### config.mk
export PLATFORM = sky130hd
export DESIGN_NAME = pc_controller
export DESIGN_NICKNAME = d
export VERILOG_FILES = /design/src/rtl/pc_controller_pkg.sv /design/src/rtl/pc_controller_fase.sv /design/src/rtl/pc_controller.sv
export SDC_FILE = /design/constraint.sdc
export NUM_CORES = 1
export LEC_CHECK = 0
export ABC_AREA = 0
export CORE_AREA = 2 2 117 119
export DETAILED_ROUTE_END_ITERATION = 10
export DIE_AREA = 0 0 119 121
export SYNTH_ARGS = -nofsm -noshare
export SYNTH_HDL_FRONTEND = slang
export SYNTH_SLANG_ARGS = --single-unit
export TNS_END_PERCENT = 20
### constraint.sdc
create_clock -name clock -period 3.8 [get_ports clock]
set_input_delay 1.14 -clock clock [delete_from_list [all_inputs] [get_ports clock]]
set_output_delay 1.14 -clock clock [all_outputs]
set_load 0.005 [all_outputs]
### src/rtl/pc_controller_pkg.sv
// Shared widths and defaults for the PC controller slice.
// Optional feature macro used by this slice: PC_STALL_EN (adds the stall input).
package pc_controller_pkg;
  localparam int          NUM_FASES    = 10;
  localparam int          FASE_W       = 4;
  localparam int          DATA_W       = 32;
  localparam logic [31:0] RESET_PC_DEF = 32'h0000_0000;

  typedef logic [DATA_W-1:0] pc_t;
  typedef logic [FASE_W-1:0] fase_t;
endpackage

### src/rtl/pc_controller_fase.sv
// Instruction phase counter: counts 0..N-1 and wraps, advancing only when enabled.
module contador_fase
  import pc_controller_pkg::*;
#(
  parameter int N = NUM_FASES
) (
  input  logic              clock,
  input  logic              reset,
  input  logic              enable,
  output logic [FASE_W-1:0] fase
);
  localparam fase_t LAST = FASE_W'(N - 1);

  always_ff @(posedge clock or posedge reset) begin
    if (reset)       fase <= '0;
    else if (enable) fase <= (fase == LAST) ? '0 : fase + FASE_W'(1);
  end
endmodule

### src/rtl/pc_controller.sv
// Phase-sequenced program counter with a deferred branch window.
// Define PC_STALL_EN to add the stall input that freezes the whole block.
module pc_controller #(
  parameter logic [31:0] RESET_PC     = pc_controller_pkg::RESET_PC_DEF,
  parameter int          PC_INCR      = 1,
  parameter int          NUM_FASES    = pc_controller_pkg::NUM_FASES,
  parameter int          FASE_CAPTURA = 5,
  parameter int          FASE_ATUALIZA = 9
) (
  input  logic                                clock,
  input  logic                                reset,
`ifdef PC_STALL_EN
  input  logic                                stall,
`endif
  input  logic [pc_controller_pkg::DATA_W-1:0] entrada_mux,
  input  logic                                branch_taken,
  output logic [pc_controller_pkg::DATA_W-1:0] estado_pc,
  output logic [pc_controller_pkg::FASE_W-1:0] fase,
  output logic                                pc_atualizado
);
  import pc_controller_pkg::*;

  localparam fase_t CAP  = FASE_W'(FASE_CAPTURA);
  localparam fase_t ATU  = FASE_W'(FASE_ATUALIZA);
  localparam pc_t   INCR = DATA_W'(PC_INCR);

  logic run;
  logic desvio_pendente;
  pc_t  alvo;
  logic em_janela;
  logic em_atualiza;

`ifdef PC_STALL_EN
  assign run = ~stall;
`else
  assign run = 1'b1;
`endif

  assign em_janela   = (fase >= CAP) && (fase < ATU);
  assign em_atualiza = (fase == ATU);

  contador_fase #(.N(NUM_FASES)) u_fase (
    .clock  (clock),
    .reset  (reset),
    .enable (run),
    .fase   (fase)
  );

  always_ff @(posedge clock or posedge reset) begin
    if (reset) begin
      estado_pc       <= RESET_PC;
      pc_atualizado   <= 1'b0;
      desvio_pendente <= 1'b0;
      alvo            <= '0;
    end else begin
      pc_atualizado <= 1'b0;
      if (run) begin
        if (em_atualiza) begin
          // a request captured earlier in the window beats a same-cycle request
          if (desvio_pendente)   estado_pc <= alvo;
          else if (branch_taken) estado_pc <= entrada_mux;
          else                   estado_pc <= estado_pc + INCR;
          desvio_pendente <= 1'b0;
          pc_atualizado   <= 1'b1;
        end else if (em_janela && branch_taken && !desvio_pendente) begin
          desvio_pendente <= 1'b1;
          alvo            <= entrada_mux;
        end
      end
    end
  end
endmodule

==> results.toml <==
[sta]
finalWorstSetupSlack_ns = 1.11
slew_violations = 0
period_minus_slack_ns = 2.69
tightest_slew_ns = 1.01
fin_skew_ns = 0.00529
fin_setup_tns_ns = 0
setup_viol = 0
fmax_mhz = 372
hold_viol_final = 0
slew_headroom_pct = 32.8
fin_crit_sh_pct = 70.7
grt_setup_unrepaired = "no"

[placement]
portBuffers = 71
gp_congestion = 0.800
pre_cts_slack_ns = 0.801
dp.final_hpwl_um = 7390

[clock_tree]
cts.sinks = 70
path_clk_slew_ns = 0.05
post_cts_buffers = 0
insertion_delay_ns = 0.33
cts_max_level = 3
ctsHoldBuffers = 0
cts_resized = 0
clock_path_buffers = 2
cts_made_buffers = 9
cts_tree = "built"
clockRootBuffer = "clkbuf_16"

[setup_path]
max_stage_delay_ns = 0.57
slowest_stage = "clkdlybuf4s50_1"
worstSetupPathType = "primary input to flip-flop"
required_ns = 4.00
end_kind = "flip-flop"
ff2ff_path_depth = 6
path_max_fanout = 25
arrival_ns = 2.89
path_cells = "clkdlybuf4s50_1, nor2b_1, nand2_1, buf_12, mux2_2"
startpoint_type = "primary input"

[floorplanning]
die_w_um = 119
rows = 42
start_util_pct = 29.7
coreArea_um2 = 13100
die_area_um2 = 14400
boundaryPins = 72
dieHeight_um = 121

[layout]
syn2layout_area_growth_pct = 30.4
layout.nets = 507
layout-drive-gt1-share_pct = 13.1

[logic_synthesis]
ys_warn_count = 0
syn-num-nets = 447
ys_types = 50
ys_seq_area_share_pct = 45.1
synth_cells = 411
synth-edff-count = 0
synthFlopType = "dfrtp_1"
synth.avg_cell_area_um2 = 9.46
ys_ff_latch = 70
async_flop_share_pct = 100
synth_area_um2 = 3890

[hold_path]
whs_path_depth = 1
hold_class = "flip-flop to flip-flop"

[global_routing]
grt_pass1_vias = 3480
antenna_found_initial = 1
grt_pass1_wl_um = 18400
grtUsageTotal_pct = 16.2
grt_max_degree = 43
overflow = 0

[power]
peakVddDrop_uv = 217
power_leakage_nw = 1.97
power_frac_seq_pct = 44.2
intPower_w = 0.00156
power_switching_share_pct = 25.1
combPwrFrac_pct = 15.5
p_clk_share_pct = 40.3
powerDensity_nw_per_um2 = 411
p_switching_w = 0.000523

[routing]
drtAntennaViolNets = 0
drt_iter0_markers = 238
viasPerCell = 5.25
num_vias = 3416
first_pass_iters = 5
wl_per_cell_um = 17.0
wirelength_um = 11100
remaining_drc_errors = 0

[flow_run]
cap_violations = 0

[status]
status = "complete, no violations"
==> routing by layer <==
| layer | global-route usage [%] | share of wire, % | up-vias |
|---|---|---|---|
| met5 | 0 | 0 | - |
| met4 | 5.36 | 1.2 | 0 |
| met3 | 3.34 | 5.1 | 10 |
| met2 | 25.8 | 47 | 114 |
| met1 | 22.0 | 47 | 1666 |
| li1 | - | - | 1626 |
==> synth_stat cells (all sizes together) (2+ instances only) <==
cell type | n | area, um2
inv | 7 | 26.3
nand3 | 18 | 90.1
a21oi | 20 | 100
clkbuf | 21 | 78.8
a22oi | 5 | 37.5
nand2b | 3 | 18.8
dfrtp | 70 | 1750
o211ai | 4 | 30.0
or4 | 2 | 18.8
a22o | 4 | 35.0
o31ai | 4 | 30.0
o22ai | 3 | 18.8
o221ai | 2 | 17.5
a31oi | 4 | 25.0
o21a | 4 | 30.0
nor2 | 28 | 105
and4 | 2 | 17.5
xor2 | 8 | 70.1
nor3 | 12 | 60.1
and3 | 10 | 62.6
nand4 | 8 | 65.1
mux2 | 32 | 360
nor4 | 7 | 77.6
mux2i | 6 | 60.1
a222oi | 3 | 30.0
nand2 | 37 | 141
buf | 10 | 42.5
xnor2 | 6 | 52.6
a211oi | 2 | 15.0
nor2b | 3 | 18.8
a221oi | 5 | 43.8
o21ai | 47 | 235
o2bb2ai | 3 | 26.3
==> power groups by stage <==
stage               sequential, W  combinational [W]  clock, W
floorplan                0.000905           0.000176         0
global placement         0.000928           0.000318         0
finish                   0.000921           0.000323  0.000839
CTS                      0.000920           0.000327  0.000856
detailed placement       0.000932           0.000325         0
global route             0.000935           0.000360  0.000891
==> area by class of cell <==
cell class	count	area, um2
tap	176	220
timing repair buffer	80	791
fill	1320	8020
inverter	7	26.3
sequential	70	1750
clock inverter	1	30.0
multi-input combinational	303	1990
clock buffer	13	260
antenna	1	2.50
==> path summary, 6_finish.rpt <==
| check | from | end | slack, ns |
|---|---|---|---|
| worst max-delay path | branch_taken | alvo[0] | 1.11 |
| worst min-delay path | alvo[7] | alvo[7] | 0.50 |
| worst max register to register | estado_pc[0] | estado_pc[28] | 1.52 |
| worst min register to register | alvo[7] | alvo[7] | 0.50 |
| max in group asynchronous | reset | estado_pc[31] | 1.94 |
| min in group asynchronous | reset | alvo[23] | 1.15 |
==> critical path: cells and delay by family <==
kind	cells	cell delay [ns]
and+or+nand+nor	2	0.55
buffers and inverters	2	0.83
muxes	1	0.36
==> registers in the layout, summed over array words and instances, names as in the netlist <==
signal	cells
desvio_pendente	1
u_fase.fase	4
estado_pc	32
pc_atualizado	1
alvo	32
==> stage by stage <==
step	total power (W)	utilization (%)	hold slack [ns]	cell area, um2	instances
after floorplan	0.00108	-	0.471	3890	411
after global placement	0.00125	36.5	0.481	4780	636
after detailed placement	0.00126	36.5	0.493	4780	636
after CTS	0.00210	38.7	0.506	5070	650
after global routing	0.00219	38.7	0.511	5070	651
final	0.00208	38.7	0.504	5070	651
==> cells by family after synthesis <==
family          after synthesis  synth area share [%]
compound gates              115                  18.5
mux                          38                  10.8
fa+ha+maj                     1                 0.322
flops                        70                  45.1
buf+inv                      38                  3.80
xor+xnor                     14                  3.16
simple gates                135                  18.4
==> layout by cell type, fill, tap and decap left out, types with 4 or more instances in the layout <==
cell and instances:
o31ai_1 4, a221oi_1 5, nand3_1 18, inv_1 6, nand2_1 36, and3_1 10
o211ai_1 4, dfrtp_1 70, a31oi_1 4, buf_4 8, a21oi_1 20, xnor2_1 6
clkdlybuf4s50_1 71, o21a_1 4, a22oi_1 5, xor2_1 8, o21ai_0 47, mux2i_1 6
nor2_1 28, clkbuf_16 9, nand4_1 7, mux2_2 32, a22o_1 4, nor3_1 12
(Power assumes the default switching activity.)
